===== config.mk =====
export PLATFORM = sky130hd
export DESIGN_NAME = agregador_ejecao
export DESIGN_NICKNAME = d
export VERILOG_FILES = /design/src/rtl/agregador_pkg.sv /design/src/rtl/fifo_pacotes.sv /design/src/rtl/agregador_ejecao.sv
export SDC_FILE = /design/constraint.sdc
export NUM_CORES = 1
export LEC_CHECK = 0
export CAP_MARGIN = 20
export CORE_ASPECT_RATIO = 0.6
export CORE_MARGIN = 3
export CORE_UTILIZATION = 57
export DETAILED_ROUTE_END_ITERATION = 12
export GPL_TIMING_DRIVEN = 0
export PLACE_DENSITY = 0.87
export SYNTH_ARGS = -nofsm -noshare
export SYNTH_HDL_FRONTEND = slang
export SYNTH_SLANG_ARGS = --single-unit

===== constraint.sdc =====
create_clock -name clk -period 5.2 [get_ports clk]
set_input_delay 0.52 -clock clk [delete_from_list [all_inputs] [get_ports clk]]
set_output_delay 0.52 -clock clk [all_outputs]
set_load 0.02 [all_outputs]

===== src/rtl/agregador_pkg.sv =====
// ============================================================================
// agregador_pkg : shared packet layout and frame constants for the
//                 mesh ejection aggregator.
// Revision: 1.0
// ============================================================================
`default_nettype none

package agregador_pkg;

  localparam int DATA_W     = 14;
  localparam int VALID_BIT  = DATA_W - 1;
  localparam int ADDR_MSB   = 12;
  localparam int ADDR_LSB   = 1;
  localparam int PIX_BIT    = 0;
  localparam int IMG_PIXELS = 4096;
  localparam int CNT_W      = $clog2(IMG_PIXELS);

  typedef logic [DATA_W-1:0] pkt_t;

  function automatic logic pkt_flag(input pkt_t p);
    return p[VALID_BIT];
  endfunction

endpackage

`default_nettype wire


===== src/rtl/fifo_pacotes.sv =====
// ============================================================================
// fifo_pacotes : synchronous packet FIFO, async active-low reset, no bypass.
// Revision: 1.0
// ============================================================================
`default_nettype none

module fifo_pacotes
  import agregador_pkg::*;
#(
  parameter int DEPTH = 8
) (
  input  logic clk,
  input  logic rst,
  input  logic push,
  input  logic pop,
  input  pkt_t din,
  output pkt_t dout,
  output logic full,
  output logic empty
);

  localparam int PTR_W = (DEPTH > 1) ? $clog2(DEPTH) : 1;

  logic [PTR_W-1:0] wr_ptr_q, rd_ptr_q;
  logic [PTR_W:0]   count_q, count_d;
  pkt_t             mem_q [DEPTH];
  logic             do_push, do_pop;

  assign full    = (count_q == (PTR_W+1)'(DEPTH));
  assign empty   = (count_q == '0);
  assign do_push = push && !full;
  assign do_pop  = pop && !empty;
  assign dout    = mem_q[rd_ptr_q];
  assign count_d = count_q + (PTR_W+1)'(do_push) - (PTR_W+1)'(do_pop);

  always_ff @(posedge clk or negedge rst) begin
    if (!rst) begin
      wr_ptr_q <= '0;
      rd_ptr_q <= '0;
      count_q  <= '0;
    end else begin
      if (do_push) wr_ptr_q <= wr_ptr_q + 1'b1;
      if (do_pop)  rd_ptr_q <= rd_ptr_q + 1'b1;
      count_q <= count_d;
    end
  end

  // Storage carries no reset; occupancy alone decides what is valid.
  always_ff @(posedge clk) begin
    if (do_push) mem_q[wr_ptr_q] <= din;
  end

endmodule

`default_nettype wire


===== src/rtl/agregador_ejecao.sv =====
// ============================================================================
// agregador_ejecao : round-robin merge of mesh ejection ports into one
//                    registered write stream. Optional packet/frame counter
//                    enabled by AGREGADOR_CONTADOR_EN.
// Revision: 1.0
// ============================================================================
`default_nettype none

module agregador_ejecao
  import agregador_pkg::*;
#(
  parameter int NPORTS     = 4,
  parameter int FIFO_DEPTH = 8
) (
  input  logic                     clk,
  input  logic                     rst,
  input  logic [NPORTS-1:0]        in_valid,
  input  logic [NPORTS*DATA_W-1:0] in_data,
  output logic [NPORTS-1:0]        in_ready,
  input  logic                     hold,
  output logic                     wr_en,
  output logic [DATA_W-1:0]        data_out,
  output logic [CNT_W-1:0]         pkt_count,
  output logic                     frame_done
);

  localparam int RR_W = (NPORTS > 1) ? $clog2(NPORTS) : 1;

  logic [RR_W-1:0] rr_q, rr_d, grant_idx;
  logic [RR_W:0]   scan;
  logic            grant_found, grant, push, pop;
  logic            fifo_full, fifo_empty;
  pkt_t            granted_pkt, fifo_dout;
  logic            wr_en_q;
  pkt_t            data_out_q;

  // First valid port at or after rr, wrapping around.
  always_comb begin
    grant_found = 1'b0;
    grant_idx   = rr_q;
    scan        = '0;
    for (int k = 0; k < NPORTS; k++) begin
      scan = {1'b0, rr_q} + (RR_W+1)'(k);
      if (scan >= (RR_W+1)'(NPORTS)) scan = scan - (RR_W+1)'(NPORTS);
      if (!grant_found && in_valid[scan[RR_W-1:0]]) begin
        grant_found = 1'b1;
        grant_idx   = scan[RR_W-1:0];
      end
    end
  end

  assign grant       = grant_found && !fifo_full && rst;
  assign in_ready    = grant ? (NPORTS'(1) << grant_idx) : '0;
  assign granted_pkt = in_data[grant_idx*DATA_W +: DATA_W];
  assign push        = grant && pkt_flag(granted_pkt);
  assign pop         = !fifo_empty && !hold;

  always_comb begin
    rr_d = rr_q;
    if (grant) rr_d = (grant_idx == RR_W'(NPORTS-1)) ? '0 : grant_idx + 1'b1;
  end

  fifo_pacotes #(.DEPTH(FIFO_DEPTH)) u_fifo (
    .clk   (clk),
    .rst   (rst),
    .push  (push),
    .pop   (pop),
    .din   (granted_pkt),
    .dout  (fifo_dout),
    .full  (fifo_full),
    .empty (fifo_empty)
  );

  always_ff @(posedge clk or negedge rst) begin
    if (!rst) begin
      rr_q       <= '0;
      wr_en_q    <= 1'b0;
      data_out_q <= '0;
    end else begin
      rr_q    <= rr_d;
      wr_en_q <= pop;
      if (pop) data_out_q <= fifo_dout;
    end
  end

  assign wr_en    = wr_en_q;
  assign data_out = data_out_q;

`ifdef AGREGADOR_CONTADOR_EN
  logic [CNT_W-1:0] pkt_count_q;
  logic             frame_done_q;

  // frame_done lands together with the counter wrapping back to zero.
  always_ff @(posedge clk or negedge rst) begin
    if (!rst) begin
      pkt_count_q  <= '0;
      frame_done_q <= 1'b0;
    end else begin
      frame_done_q <= wr_en_q && (pkt_count_q == CNT_W'(IMG_PIXELS-1));
      if (wr_en_q) pkt_count_q <= pkt_count_q + 1'b1;
    end
  end

  assign pkt_count  = pkt_count_q;
  assign frame_done = frame_done_q;
`else
  assign pkt_count  = '0;
  assign frame_done = 1'b0;
`endif

endmodule

`default_nettype wire


==> impl_metrics.json <==
{
  "status": "complete, no violations",
  "skew_ps": 18.6,
  "slew_violations": 0,
  "fin_cells": 658,
  "wirelength_um": 14200,
  "total_power_mw": 4.54,
  "fin_area_um2": 7970,
  "max-vdd-ir-drop_mv": 0.355,
  "syn_inst": 388,
  "synthFlopType": "edfxtp_1",
  "antenna_found_initial": 0,
  "drc": 0,
  "cp_max_fo": 15,
  "critPathLaunchType": "input port",
  "routedWlPerCell_um": 21.6,
  "worstSkewPairLatency_ps": 430,
  "fp.coreArea_um2": 10200,
  "detail-route-antenna-nets": 0,
  "track_usage_pct": 25.0,
  "synth_seq_cells": 139,
  "firstDrtPassIters": 5,
  "io_buffers": 81,
  "rsz0062_at_grt": "no",
  "grt_pass1_vias": 3824,
  "finalSetupViolations": 0,
  "path_class": "input port to flop",
  "p_int_mw": 3.02,
  "dpl_cell_area_um2": 7380,
  "endpoint_kind": "flop",
  "r2r_cells": 8,
  "timing.rr.end": "u_fifo.mem_q[5][10]$_DFFE_PP_",
  "place_hpwl_um": 10100,
  "relSlewSlack_pct": 37.0,
  "die_x_um": 141,
  "hold_viol_final": 0,
  "vias": 3786,
  "synth-edff-count": 112,
  "post_cts_buffers": 0,
  "min_to": "data_out[13]$_DFFE_PN0P_",
  "reg2reg_slack_ps": 1920,
  "switchingPower_mw": 1.52,
  "p_clk_share_pct": 26.3,
  "post_cts_resize_count": 0,
  "p_seq_share_pct": 36.8,
  "crit_family": "buffers and inverters",
  "crit_top_cell": "buf_6",
  "arrival_ps": 4220,
  "synth.area.top_cells": "edfxtp_1 54%, dfrtp_1 11%, mux4_2 10%",
  "synth.top_cell.area_share_pct": 54.3,
  "dieArea_um2": 12200,
  "whs_path_depth": 2,
  "grt_pass1_wl_um": 21900,
  "clock-root-buffer": "clkbuf_16",
  "avgViaCountPerCell": 5.75,
  "hp-class": "flop to flop",
  "seq_area_frac_synth_pct": 65.2,
  "yosysMostFrequentCell": "edfxtp_1",
  "switching_share_pct": 33.5,
  "required_ps": 5330,
  "start_util_pct": 60.5,
  "n_antenna_cell": 0,
  "synth_common_cells": "112 x edfxtp_1, 31 x nand2_1, 30 x nor2_1, 28 x mux4_2, 27 x dfrtp_1",
  "path_cells": "clkdlybuf4s50_1 > buf_16 > o41ai_1 > a21oi_1 > nand2_1 > o22a_2 > buf_6 > nor4bb_4 > buf_6",
  "cts_max_level": 4,
  "area_delta_synth_final_pct": 28.7,
  "dpl.cell_count": 626,
  "worst_path_max_delay_cell": "clkdlybuf4s50_1",
  "fin_ws_ps": 1110,
  "gp_congestion": 0.814,
  "rows": 28,
  "syn_area_per_cell_um2": 16.0,
  "setup_tns_ps": 0,
  "cp_slowest_stage_delay_ps": 960,
  "tightest_slew_ps": 945,
  "grt-ovfl-total": 0,
  "pre_cts_slack_ps": 731,
  "maxCapViolations": 0,
  "clockBufferDepth": 2,
  "async_reset_ff_share_pct": 19.4,
  "syn_area_um2": 6190,
  "cts.sinks": 139,
  "io_pins": 95,
  "cts_tree": "done",
  "max_freq_mhz": 244,
  "cts_buffers": 17,
  "power.leakage_nw": 2.96,
  "pwr-share-comb_pct": 36.8,
  "fin_nets": 586,
  "min_period_ps": 4090,
  "path_clk_slew_ps": 60,
  "drive_gt1_share_pct": 22.8,
  "powerDensity_nw_per_um2": 570,
  "ctsHoldBuffers": 0,
  "synth_cell_types": 42,
  "finalCritPeriodShare_pct": 78.7,
  "grt_max_degree": 17,
  "drt_iter0_drc": 364,
  "crit_buf_inv": 4,
  "synth.yosys.warnings": 0,
  "synth_area_leader_cell": "edfxtp_1",
  "fp.dieH_um": 86.7,
  "rr_startpoint": "u_fifo.count_q[2]$_DFF_PN0_",
  "min_from": "data_out[13]$_DFFE_PN0P_"
}
-- logic make-up after synthesis --
kind of cell               after synthesis  synth area share, %
AOI/OAI and AO/OA                       45                 4.85
xor gates and xnor gates                 6                0.848
adders and majority gates               13                 2.75
buffers and inverters                   47                 4.12
DFF                                    139                 65.2
muxes                                   59                 15.5
other                                    1               0.0605
and+or+nand+nor                         78                 6.65
-- per-stage QoR --
stage,hold WS (ps),util [%]
after floorplan,224,-
after global placement,509,70.6
after detailed placement,526,72.1
after CTS,540,77.9
after global routing,574,77.9
final,529,77.9
-- worst min-delay path, stage by stage, from the launching register on --
cell     delay, ps
dfrtp_1        340
nor2_1          50
a21oi_1        100
-- routing by layer --
| layer | vias up | GRT usage [%] | share of wire [%] |
|---|---|---|---|
| met3 | 12 | 5.95 | 7.0 |
| met1 | 1915 | 36.0 | 44 |
| met4 | 0 | 7.74 | 0.93 |
| met2 | 163 | 38.6 | 48 |
| met5 | - | 0 | 0 |
| li1 | 1696 | - | - |
-- sequential cells by signal, indices dropped and copies added, names as in the netlist --
| signal | flops |
|---|---|
| u_fifo.mem_q | 112 |
| u_fifo.wr_ptr_q | 3 |
| rr_q | 2 |
| data_out | 14 |
| u_fifo.count_q | 4 |
| u_fifo.rd_ptr_q | 3 |
| wr_en | 1 |
-- layout make-up --
class                      instances  area, um2
buffer                            34        206
clock buffer                      17        425
clock inverter                    15        168
fill                             588       2260
inverter                          13       48.8
multi-input combinational        214       1980
sequential                       139       4040
tap                              135        169
timing repair buffer              91        932
-- power by group through the flow --
stage | clock network (mW) | registers (mW) | logic (mW)
finish | 1.19 | 1.67 | 1.67
global route | 1.26 | 1.69 | 1.81
CTS | 1.21 | 1.67 | 1.68
detailed placement | 0 | 1.69 | 1.66
global placement | 0 | 1.67 | 1.55
floorplan | 0 | 1.73 | 1.05
-- worst max path at each step --
| stage | from | endpoint | slack, ps | depth (start not counted) |
|---|---|---|---|---|
| floorplan | in_valid[2] | u_fifo.mem_q[0][0]$_DFFE_PP_ | 1710 | 7 |
| CTS | rst | u_fifo.mem_q[5][11]$_DFFE_PP_ | 1130 | 9 |
| global route | rst | u_fifo.mem_q[5][9]$_DFFE_PP_ | 930 | 9 |
| global placement | rst | u_fifo.mem_q[0][7]$_DFFE_PP_ | -1200 | 7 |
| finish | rst | u_fifo.mem_q[5][10]$_DFFE_PP_ | 1110 | 9 |
| detailed placement | rst | u_fifo.mem_q[3][5]$_DFFE_PP_ | 730 | 9 |
-- cell usage in the layout, fill, tap and decap left out, types with 7 or more instances in the layout --
master / netlist / final
buf_6: 3 / 10
dfrtp_1: 27 / 27
buf_4: 13 / 15
mux2i_1: 15 / 15
inv_1: 13 / 13
clkbuf_1: 7 / 7
nor2_1: 30 / 30
conb_1: 1 / 13
clkbuf_16: 0 / 17
ha_1: 12 / 12
a21oi_1: 19 / 19
a31oi_1: 13 / 13
nand2_1: 31 / 31
clkdlybuf4s50_1: 0 / 81
edfxtp_1: 112 / 112
mux2_2: 15 / 15
mux4_2: 28 / 28
Note: power is estimated with default switching activity, not from simulation.
